### src/rtl/f_max_scatter.sv
// f_max_scatter: float max-pool backward unit (max-unpool / gradient scatter).
// Each window of strideMinusOne+1 elements arrives on in0, and the unit finds
// its argmax. During the next window, in1 is routed to out0 only at that
// position; every other position outputs zero.
// Optional build macro F_MAX_SCATTER_TIE_LAST_EN: when defined, ties in the
// window select the latest index instead of the earliest.
module f_max_scatter #(
    parameter int DATA_W  = 32,
    parameter int DELAY_W = 7
) (
    input  logic               clk,
    input  logic               rst,
    input  logic               run,
    input  logic               running,
    input  logic [DELAY_W-1:0] strideMinusOne,
    input  logic [DELAY_W-1:0] delay0,
    input  logic [DATA_W-1:0]  in0,
    input  logic [DATA_W-1:0]  in1,
    output logic [DATA_W-1:0]  out0
);

    // Sign-magnitude "greater than" on the IEEE-754 bit layout.
    // +0 beats -0 because the sign bits differ. NaN is ordered by raw bits.
    function automatic logic gt(input logic [DATA_W-1:0] a, input logic [DATA_W-1:0] b);
        if (a[DATA_W-1] != b[DATA_W-1])
            return ~a[DATA_W-1];
        else if (!a[DATA_W-1])
            return a[DATA_W-2:0] > b[DATA_W-2:0];
        else
            return a[DATA_W-2:0] < b[DATA_W-2:0];
    endfunction

    // Capture compare: strict for earliest-index ties, inclusive for latest.
    function automatic logic take_new(input logic [DATA_W-1:0] a, input logic [DATA_W-1:0] b);
`ifdef F_MAX_SCATTER_TIE_LAST_EN
        return gt(a, b) || (a == b);
`else
        return gt(a, b);
`endif
    endfunction

    logic [DELAY_W-1:0] cnt_q, cnt_d;
    logic [DATA_W-1:0]  max_val_q, max_val_d;
    logic [DELAY_W-1:0] max_idx_q, max_idx_d;
    logic [DELAY_W-1:0] win_idx_q, win_idx_d;
    logic [DELAY_W-1:0] pos_q, pos_d;
    logic               captured_q, captured_d;
    logic               has_win_q, has_win_d;
    logic [DATA_W-1:0]  out0_q, out0_d;

    logic               first;
    logic [DELAY_W-1:0] sel_idx;
    logic [DELAY_W-1:0] cur_pos;
    logic               has_win_eff;

    assign first       = (cnt_q == '0);
    // On a window boundary, the argmax just completed is still in max_idx_q.
    assign sel_idx     = first ? max_idx_q : win_idx_q;
    assign cur_pos     = first ? '0 : pos_q;
    assign has_win_eff = first ? captured_q : has_win_q;
    assign out0        = out0_q;

    // Delay/stride counter. It runs regardless of running; run reloads it.
    always_comb begin
        cnt_d = cnt_q;
        if (run)
            cnt_d = delay0;
        else if (cnt_q != '0)
            cnt_d = cnt_q - 1'b1;
        else
            cnt_d = strideMinusOne;
    end

    // Window capture, boundary hand-off and scatter. History clear on run wins.
    always_comb begin
        max_val_d  = max_val_q;
        max_idx_d  = max_idx_q;
        win_idx_d  = win_idx_q;
        pos_d      = pos_q;
        captured_d = captured_q;
        has_win_d  = has_win_q;
        out0_d     = out0_q;
        if (run) begin
            captured_d = 1'b0;
            has_win_d  = 1'b0;
            pos_d      = '0;
            if (running)
                out0_d = '0;
        end else if (running) begin
            if (first) begin
                max_val_d  = in0;
                max_idx_d  = '0;
                pos_d      = {{(DELAY_W-1){1'b0}}, 1'b1};
                captured_d = 1'b1;
                win_idx_d  = max_idx_q;
                has_win_d  = captured_q;
            end else begin
                if (take_new(in0, max_val_q)) begin
                    max_val_d = in0;
                    max_idx_d = pos_q;
                end
                pos_d = pos_q + 1'b1;
            end
            out0_d = (has_win_eff && (cur_pos == sel_idx)) ? in1 : '0;
        end
    end

    // State registers with synchronous active-high reset.
    always_ff @(posedge clk) begin
        if (rst) begin
            cnt_q      <= '0;
            max_val_q  <= '0;
            max_idx_q  <= '0;
            win_idx_q  <= '0;
            pos_q      <= '0;
            captured_q <= 1'b0;
            has_win_q  <= 1'b0;
            out0_q     <= '0;
        end else begin
            cnt_q      <= cnt_d;
            max_val_q  <= max_val_d;
            max_idx_q  <= max_idx_d;
            win_idx_q  <= win_idx_d;
            pos_q      <= pos_d;
            captured_q <= captured_d;
            has_win_q  <= has_win_d;
            out0_q     <= out0_d;
        end
    end

endmodule
### config.mk
export PLATFORM = sky130hd
export DESIGN_NAME = f_max_scatter
export DESIGN_NICKNAME = d
export VERILOG_FILES = /design/src/rtl/f_max_scatter.sv
export SDC_FILE = /design/constraint.sdc
export NUM_CORES = 1
export LEC_CHECK = 0
export CORE_AREA = 8 8 108 110
export CTS_CLUSTER_SIZE = 16
export DETAILED_ROUTE_END_ITERATION = 6
export DIE_AREA = 0 0 116 118
export PLACE_DENSITY = 0.79
export SLEW_MARGIN = 15
export SYNTH_ARGS = -nofsm -noshare
export SYNTH_HDL_FRONTEND = slang
export SYNTH_SLANG_ARGS = --single-unit
### constraint.sdc
create_clock -name clk -period 2.84 [get_ports clk]
set_input_delay 0.568 -clock clk [delete_from_list [all_inputs] [get_ports clk]]
set_output_delay 0.568 -clock clk [all_outputs]
set_load 0.005 [all_outputs]
==> metrics.cfg, run 1 <==
[setup_path]
cpPeakStageDelay_ps = 470
cp_slowest_cell = clkdlybuf4s50_1
crit_type = primary input to register
timing.rr.end = max_val_q[26]$_SDFFE_PP0P_
r2r_start = max_val_q[4]$_SDFFE_PP0P_
arrival_ps = 2960
worst_setup_path_start_kind = primary input
crit_buf_inv = 2
cp.required_ps = 3090
worstSetupEndpointType = register
crit_fanout = 25
cp_common_cell = a21o_1
reg2reg_depth = 10
path_delay_family = compound AO/OA/AOI/OAI gates
ff2ff_setup_slack_ps = 430
worstPathCellList = clkdlybuf4s50_1 > ha_1 > a21o_1 > a21o_1 > a221oi_1 > o21a_1 > a32oi_1 > o311a_2 > buf_12 > mux2i_1

[power_and_ir_drop]
vdd_ir_drop_max_mv = 0.249
power.leakage_nw = 2.36
power.density_nw_per_um2 = 441

[grt]
grt_first_pass_wirelength_um = 19400
overflow = 0
grt.total_usage = 0.175
grt_max_degree = 42
grt_pass1_vias = 4255
antenna_found_initial = 0

[logic_synthesis]
synth_commonest_cells = dfxtp_1, nand2b_1, nor2_1
syn-num-nets = 676
synth_area_um2 = 4830
synth_top_cell_area_share = 0.389
yosys_warnings = 0
synth_top_cell_by_area = dfxtp_1
ys.flop_type = dfxtp_1
ys_ff_latch = 94
synth_cell_type_count = 37
yosysMostFrequentCell = dfxtp_1
synth-edff-count = 0
synthCells = 560
synth_area_leaders = dfxtp_1, nand2b_1, ha_1
postSynthAreaPerCell_um2 = 8.63
ys_seq_area_frac = 0.389
ys_async_sr_fraction = 0

[cells_and_area]
drive_gt1_frac = 0.0534
seq_area_um2 = 1880
final_nets = 785
nFillCells = 874
design_area_um2 = 6320
utilization = 0.632
insertedDiodeCount = 0
multiInputGateArea_um2 = 2700
area_growth_syn_to_layout_pct = 30.8
stdcell_count = 810

[placement]
numPlacedInstances = 794
place_hpwl_um = 8670
place_congestion = 0.792
place_area_um2 = 6120
port_buffers = 113

[status]
status = complete, no violations

[die]
dieArea_um2 = 13700
initial_core_util = 0.483
ios = 114
fp-row-count = 37
core_um2 = 10000
die_w_um = 116
die_height_um = 118

[worst_hold_path]
min_from = max_idx_q[0]$_SDFFE_PP0P_
hold_class = register to register
worstHoldPathCells = 2
min_to = win_idx_q[0]$_SDFFE_PP0P_

[timing]
worstMarginPinSlew_ps = 601
period_share = 0.955
slew_viol_final = 0
relSlewSlack = 0.600
fin_tns_setup_ps = 0
rsz0062_at_grt = false
finalClockSkew_ps = 11.5
min_period_ps = 2710
setup_viol = 0
fmax_mhz = 369
final_hold_viol_count = 0

[route]
first_pass_iters = 4
via_per_inst = 5.05
ant_nets = 0
totalWireLength_um = 11600
drc = 0
vias = 4093
wl_per_cell_um = 14.4
drt-initial-drc-count = 140

[cts]
cts_tree = yes
insertion_delay_ps = 370
htree_levels = 3
cts_num_sinks = 94
clkSlewWorstSetupHoldPaths_ps = 100
numCtsBuffers = 9
clockBufferDepth = 2
hold_buffers = 0
cts-resized-gates = 0
root_buffer = clkbuf_8
postCtsSetupBuffers = 0

[run]
cap_viol_max_count = 0

## sequential cells by signal, summed over array words and instances, names as in the netlist
name / cells
pos_q: 7
out0: 32
captured_q: 1
has_win_q: 1
max_idx_q: 7
max_val_q: 32
win_idx_q: 7
cnt_q: 7
## where the power goes
group          switching [W]  internal [W]  total, W
clock               0.000504      0.000420  0.000924
combinational       0.000222      0.000261  0.000483
sequential         0.0000262       0.00136   0.00138
total               0.000753       0.00204   0.00279
## cell families after synthesis
kind of cell | share of synthesized area
AO/OA/AOI/OAI | 0.101
adder cells (fa/ha/maj) | 0.0880
buffers and inverters | 0.0538
flip-flops | 0.389
multiplexers | 0.0852
AND/OR/NAND/NOR | 0.253
XOR/XNOR | 0.0290
## worst max-delay path by stage
stage | startpoint | slack [ps] | depth (start not counted) | end
floorplan | in0[2] | 360 | 10 | max_val_q[11]$_SDFFE_PP0P_
global placement | in0[2] | -180 | 10 | max_val_q[17]$_SDFFE_PP0P_
detailed placement | in0[4] | -240 | 10 | max_val_q[8]$_SDFFE_PP0P_
CTS | in0[28] | 130 | 10 | max_val_q[8]$_SDFFE_PP0P_
global route | in0[4] | 5 | 10 | max_val_q[9]$_SDFFE_PP0P_
finish | in0[28] | 130 | 10 | max_val_q[26]$_SDFFE_PP0P_
## worst reg2reg max path: stages, from the launching register on
cell	delay (ps)
dfxtp_1	340
inv_1	50
ha_1	300
a211oi_2	200
nor2_1	70
o31a_1	250
o41ai_2	270
a32oi_1	90
o311a_2	390
buf_12	200
mux2i_1	140
## final cells by class
class | count | share of cell area
Clock inverter | 7 | 0.0127
Clock buffer | 9 | 0.0196
Tap cell | 136 | 0.0269
Sequential cell | 94 | 0.298
Multi-Input combinational cell | 403 | 0.426
Inverter | 34 | 0.0202
Timing Repair Buffer | 127 | 0.197
## layout by cell type, fill, tap and decap left out, drive strengths merged, types with 2 or more instances in the layout
master         synthesis  final
nor4                   4      4
mux2i                 40     40
dfxtp                 94     94
xnor2                  5      5
inv                   34     37
o21a                   2      2
clkbuf                25      9
nand2                 30     30
nor2b                 33     33
a21o                   2      2
ha                    34     34
a211oi                 8      8
nor2                  60     60
nor4b                  2      2
xor2                  11     11
and4                   4      4
clkdlybuf4s50          0    112
clkinv                 0      2
nand4                  5      5
nand2b                70     70
nand3b                10     10
nand3                  5      5
o21ai                  5      5
nor3                   5      5
a221oi                 2      2
buf                    4     15
a21oi                 57     57
## per-stage QoR
| stage | power (W) | setup slack, ps | hold slack [ps] |
|---|---|---|---|
| 6_report | 0.00279 | 127 | 474 |
| 5_1_grt | 0.00294 | 4.93 | 492 |
| 4_1_cts | 0.00282 | 132 | 471 |
| 3_5_place_dp | 0.00190 | -243 | 463 |
| 3_3_place_gp | 0.00188 | -180 | 456 |
| 2_1_floorplan | 0.00170 | 356 | 445 |
## per-layer routing
metal	GRT usage	share of wire	vias to the layer above	routed length [µm]
li1	-	-	2078	-
met1	0.200	0.44	1885	5120
met2	0.269	0.44	119	5070
met3	0.0939	0.11	11	1320
met4	0.0592	0.011	0	129
met5	0	0	-	0
(Power assumes the default switching activity.)
==> run 2: changes to the inputs <==
--- a/config.mk
+++ b/config.mk
@@ -5,10 +5,11 @@
 export SDC_FILE = /design/constraint.sdc
 export NUM_CORES = 1
 export LEC_CHECK = 0
-export CORE_AREA = 8 8 108 110
+export CAP_MARGIN = 25
+export CORE_AREA = 5 5 105 107
 export CTS_CLUSTER_SIZE = 16
 export DETAILED_ROUTE_END_ITERATION = 6
-export DIE_AREA = 0 0 116 118
+export DIE_AREA = 0 0 110 112
 export PLACE_DENSITY = 0.79
 export SLEW_MARGIN = 15
 export SYNTH_ARGS = -nofsm -noshare
==> run 2 against run 1 <==
Flip-flop and latch count unchanged. Hold slack better by 1.1 ps. Critical path type unchanged. Utilization rose by 0.070 points. Largest cell class unchanged. Critical path depth unchanged.
==> metrics.cfg, run 2 (same netlist as run 1, synthesis figures left out) <==
[timing]
min_period_ps = 2750  ; was 2710 ps
slew_viol_final = 0  ; unchanged
worstMarginPinSlew_ps = 593  ; was 601 ps
finalClockSkew_ps = 12.2  ; was 11.5 ps
rsz0062_at_grt = false  ; unchanged
fmax_mhz = 364  ; was 369 MHz
final_hold_viol_count = 0  ; unchanged
setup_viol = 0  ; unchanged
period_share = 0.968  ; was 0.955
relSlewSlack = 0.601  ; was 0.600

[die]
dieArea_um2 = 12300  ; was 13,700 µm²
core_um2 = 10000  ; was 10000 µm²
die_w_um = 110  ; was 116 µm
fp-row-count = 37  ; unchanged
ios = 114  ; unchanged
initial_core_util = 0.481  ; was 0.483
die_height_um = 112  ; was 118 µm

[power_and_ir_drop]
vdd_ir_drop_max_mv = 0.253  ; was 0.249 mV
power.leakage_nw = 2.38  ; was 2.36 nW
p_total_w = 0.00272  ; was 0.00279 W
power.density_nw_per_um2 = 428  ; was 441 nW/µm²

[setup_path]
cpPeakStageDelay_ps = 430  ; was 470 ps
worst_setup_path_start_kind = primary input  ; unchanged
arrival_ps = 2990  ; was 2960 ps
crit_fanout = 23  ; was 25
worstPathCellList = clkdlybuf4s50_1 > ha_1 > a211oi_2 > nor2_1 > o31a_1 > o41ai_2 > a32oi_1 > o311a_2 > buf_12 > mux2i_1  ; was clkdlybuf4s50_1 > ha_1 > a21o_1 > a21o_1 > a221oi_1 > o21a_1 > a32oi_1 > o311a_2 > buf_12 > mux2i_1
cp.required_ps = 3080  ; was 3090 ps
cp_slowest_cell = clkdlybuf4s50_1  ; unchanged
worstSetupEndpointType = register  ; unchanged
reg2reg_depth = 10  ; unchanged
crit_type = primary input to register  ; unchanged

[cts]
cts-resized-gates = 0  ; unchanged
root_buffer = clkbuf_8  ; unchanged
insertion_delay_ps = 360  ; was 370 ps
postCtsSetupBuffers = 0  ; unchanged
cts_tree = yes  ; unchanged
numCtsBuffers = 9  ; unchanged
clockBufferDepth = 2  ; unchanged
hold_buffers = 0  ; unchanged
cts_num_sinks = 94  ; unchanged
htree_levels = 3  ; unchanged
clkSlewWorstSetupHoldPaths_ps = 90  ; was 100 ps

[cells_and_area]
drive_gt1_frac = 0.0631  ; was 0.0534
insertedDiodeCount = 0  ; unchanged
final_nets = 792  ; was 785
area_growth_syn_to_layout_pct = 31.6  ; was 30.8%
utilization = 0.633  ; was 0.632
final_cell_mix = clkdlybuf4s50_1, dfxtp_1, nand2b_1, nor2_1, a21oi_1  ; unchanged
layout_commonest_cell = clkdlybuf4s50_1  ; unchanged

[route]
via_per_inst = 5.07  ; was 5.05
drt-initial-drc-count = 259  ; was 140
drc = 0  ; unchanged
wl_per_cell_um = 13.8  ; was 14.4 µm
totalWireLength_um = 11200  ; was 11,600 µm
first_pass_iters = 4  ; unchanged
ant_nets = 0  ; unchanged
vias = 4139  ; was 4,093

[grt]
grt_max_degree = 41  ; was 42
grt_first_pass_wirelength_um = 19000  ; was 19,400 µm
grt.total_usage = 0.189  ; was 0.175
grt_pass1_vias = 4218  ; was 4,255
overflow = 0  ; unchanged
antenna_found_initial = 0  ; unchanged

[placement]
place_hpwl_um = 8530  ; was 8670 µm
place_congestion = 0.830  ; was 0.792
port_buffers = 113  ; unchanged

[status]
status = complete, no violations  ; unchanged

[run]
cap_viol_max_count = 0  ; unchanged

[worst_hold_path]
hold_class = register to register  ; unchanged
worstHoldPathCells = 2  ; unchanged

## run 2: changes by cell type in the layout (fill, tap and decap cells not counted), sizes merged
cell,previous run,this run
bufinv,1,0
clkinvlp,1,2
clkinv,2,0
buf,15,22
clkbuf,9,10
inv,37,38
## run 2: final timing paths
path | startpoint | end | slack [ps]
max | in0[4] | max_val_q[21]$_SDFFE_PP0P_ | 90
min | max_val_q[23]$_SDFFE_PP0P_ | max_val_q[23]$_SDFFE_PP0P_ | 480
max reg2reg | max_val_q[2]$_SDFFE_PP0P_ | max_val_q[21]$_SDFFE_PP0P_ | 370
min reg2reg | max_val_q[23]$_SDFFE_PP0P_ | max_val_q[23]$_SDFFE_PP0P_ | 480
## run 2: metal layers
metal  vias to the layer above  part of all wire  track usage
met1                      1921              0.44        0.222
met4                         0             0.015       0.0607
met5                         -                 0            0
li1                       2097                 -            -
met2                       110              0.46        0.318
met3                        11             0.084       0.0684
## run 2: area by class of cell
class                      count  area [µm²]
tap                          136         170
sequential                    94        1880
timing repair buffer         134        1300
multi-input combinational    403        2700
clock buffer                  10         138
inverter                      34         128
fill                         848        3690
clock inverter                 6        50.0
## run 2: power by group
group	switching [W]	internal (W)	total, W	leakage, nW
Sequential	0.0000257	0.00136	0.00138	0.761
Clock	0.000491	0.000355	0.000846	0.0903
Combinational	0.000225	0.000268	0.000493	1.53
## run 2: through the flow
stage	cells	instance area, µm²	worst slack [ps]	setup TNS, ps	hold slack [ps]
global route	817	6360	1.23	0	499
floorplan	560	4830	356	0	445
CTS	817	6360	123	0	478
detailed placement	801	6170	-276	-9940	462
global placement	801	6170	-174	-6430	454
finish	817	6360	91.6	0	475
## run 2: critical path, delay by kind of cell
| family | cells | cell delay [ps] |
|---|---|---|
| compound gates | 5 | 1250 |
| fa+ha+maj | 1 | 330 |
| simple gates | 1 | 70 |
| mux | 1 | 130 |
| buf+inv | 2 | 620 |
==> patch: new RTL, config.mk and constraints of run 2 <==
Set the parameter `DELAY_W` to 14 (it was 7).
--- a/src/rtl/f_max_scatter.sv
+++ b/src/rtl/f_max_scatter.sv
@@ -6,7 +6,7 @@
 // window select the latest index instead of the earliest.
 module f_max_scatter #(
     parameter int DATA_W  = 32,
-    parameter int DELAY_W = 7
+    parameter int DELAY_W = 14
 ) (
     input  logic               clk,
     input  logic               rst,
Ports: changed (resized delay0 and strideMinusOne); port bits go from 114 to 128. No check against the original RTL was run, so the function may have changed too.
==> patch against run 2 <==
Worst setup slack worse by 37 ps; global-route usage is 5.2 points higher; area after synthesis rose by 25%; core utilization rose by 18 points; register-to-register slack lost 320 ps; count of clock-buffer cells in the layout rose by 9; power up 70%; wire length grew 31%; combinational power increased by 14%; non-clock buffer count rose by 16; clock skew decreased by 0.94 ps; sequential cell count up 28; cell area grew 28%; worst hold slack worse by 11 ps.
==> patch: results <==
run_status:
  status: "finished, final reports clean"
sta:
  finClkSkew_ps: 11.3
  fin_crit_ps: 2790
  worst-slew-pin-transition_ps: 620
power:
  leakage_nw: 3.02
  internal_power_mw: 3.54
  ir_drop_mv: 0.375
final_layout:
  fill_cells: 665
  layout.nets: 927
  n_antenna_cell: 0
  stdcell_count: 947
  layout-drive-gt1-share: 0.0826
synth:
  synth.net_count: 798
  synthArstFlopShare: 0
  ys.flop_type: "dfxtp_1"
  netlist_instances: 669
  yosysUniqueCellTypes: 38
  ys_warn_count: 0
  synth_top_cells_by_area: "dfxtp_1, nand2b_1, mux2i_1"
  synth.top_cells.by_count: "dfxtp_1, nand2b_1, nor2_1, nand2_1, mux2i_1"
  yosysSeqAreaShare: 0.404
critical_path:
  critPathMaxFanout: 16
  crit_start: "cnt_q[4]"
  crit_arrival_ps: 3220
  r2r_setup_slack_ps: 50
  reg2reg_depth: 8
  setup.worst_path.end: "max_val_q[29]"
global_routing:
  grt_pass1_vias: 5126
  antenna_found_initial: 0
  grt_pass1_wl_mm: 23.7
  grtUsageTotal: 0.242
  grt_max_degree: 44
clock_tree:
  cts.clk_slew.worst_paths_ps: 60
  clk_path_buf_depth: 2
  cts_inserted_buffers: 17
  cts.htree.levels: 4
  clkLatencyLatePin_ps: 520
  root_buffer: "clkbuf_8"
place:
  gp_congestion: 0.792
  io_buffers: 127
  hpwl_mm: 10.1
  dp_cells: 913
  place_worst_setup_slack_ps: -425
route:
  viasPerCell: 5.37
  wirelength_mm: 14.7
  dr.pass1.iters: 5
  drt_iter0_drc: 260
worst_hold_path:
  hold_class: "flop to flop"
patch: changes by cell type in the layout (fill, tap and decap cells not counted), moves of 8 or more:
cell,delta
nand2_1,+20
a22o_1,+32
dfxtp_1,+28
clkdlybuf4s50_1,+14
o21ai_0,+8
clkbuf_16,+17
nor2b_1,-32
xnor2_1,+15
a21oi_1,-19
patch: how the worst min path moves through the flow:
stage                 startpoint           end  slack [ps]  cells after the start
floorplan           win_idx_q[8]  win_idx_q[8]         440                      2
global placement    win_idx_q[5]  win_idx_q[5]         450                      2
detailed placement  win_idx_q[5]  win_idx_q[5]         460                      2
CTS                 win_idx_q[5]  win_idx_q[5]         470                      2
global route        win_idx_q[7]  win_idx_q[7]         480                      2
finish              win_idx_q[5]  win_idx_q[5]         460                      2
patch: area by class of cell:
type	instances	area share
multi-input combinational	472	0.402
tap	136	0.0209
inverter	35	0.0161
clock inverter	13	0.0234
sequential	122	0.300
timing repair buffer	150	0.183
clock buffer	19	0.0543
patch: layer usage:
layer / part of all wire / global-route usage
met5: 0 / 0
met4: 0.019 / 0.0914
met3: 0.048 / 0.0667
met2: 0.51 / 0.419
met1: 0.42 / 0.279
patch: logic make-up (layout without fill, tap and decap cells):
family                     count (synthesis)  count (layout)  share of synthesized area
muxes                                     47              47                     0.0778
DFF                                      122             122                      0.404
buffers and inverters                     75             217                     0.0612
and+or+nand+nor                          254             254                      0.222
adders and majority gates                 33              33                     0.0683
xor gates and xnor gates                  35              35                     0.0507
AOI/OAI and AO/OA                        103             103                      0.116
patch: stage by stage:
stage | instance area, um^2 | hold slack, ps
floorplan | 6050 | 443
global placement | 7440 | 450
detailed placement | 7440 | 458
global route | 8140 | 481
CTS | 8070 | 466
finish | 8140 | 464
patch: power by group through the flow:
stage | clock (mW) | combinational (mW) | sequential [mW]
6_report | 2.28 | 0.563 | 1.79
5_1_grt | 2.39 | 0.624 | 1.79
4_1_cts | 2.31 | 0.552 | 1.79
3_5_place_dp | 0 | 0.543 | 1.82
3_3_place_gp | 0 | 0.528 | 1.82
2_1_floorplan | 0 | 0.341 | 1.81
patch: worst max-delay path: stages (launching register included):
cell      delay (ps)
dfxtp_1          330
or4_4            560
or4_4            430
or3_4            390
o211a_1          140
a211oi_4         210
buf_4            200
buf_12           190
mux2i_2          250
patch: what timing repair did:
action | in CTS | in global routing
gates resized for setup | 0 | 8
setup buffers | 0 | 1
setup endpoints to repair | 0 | 47
hold buffers | 0 | 0
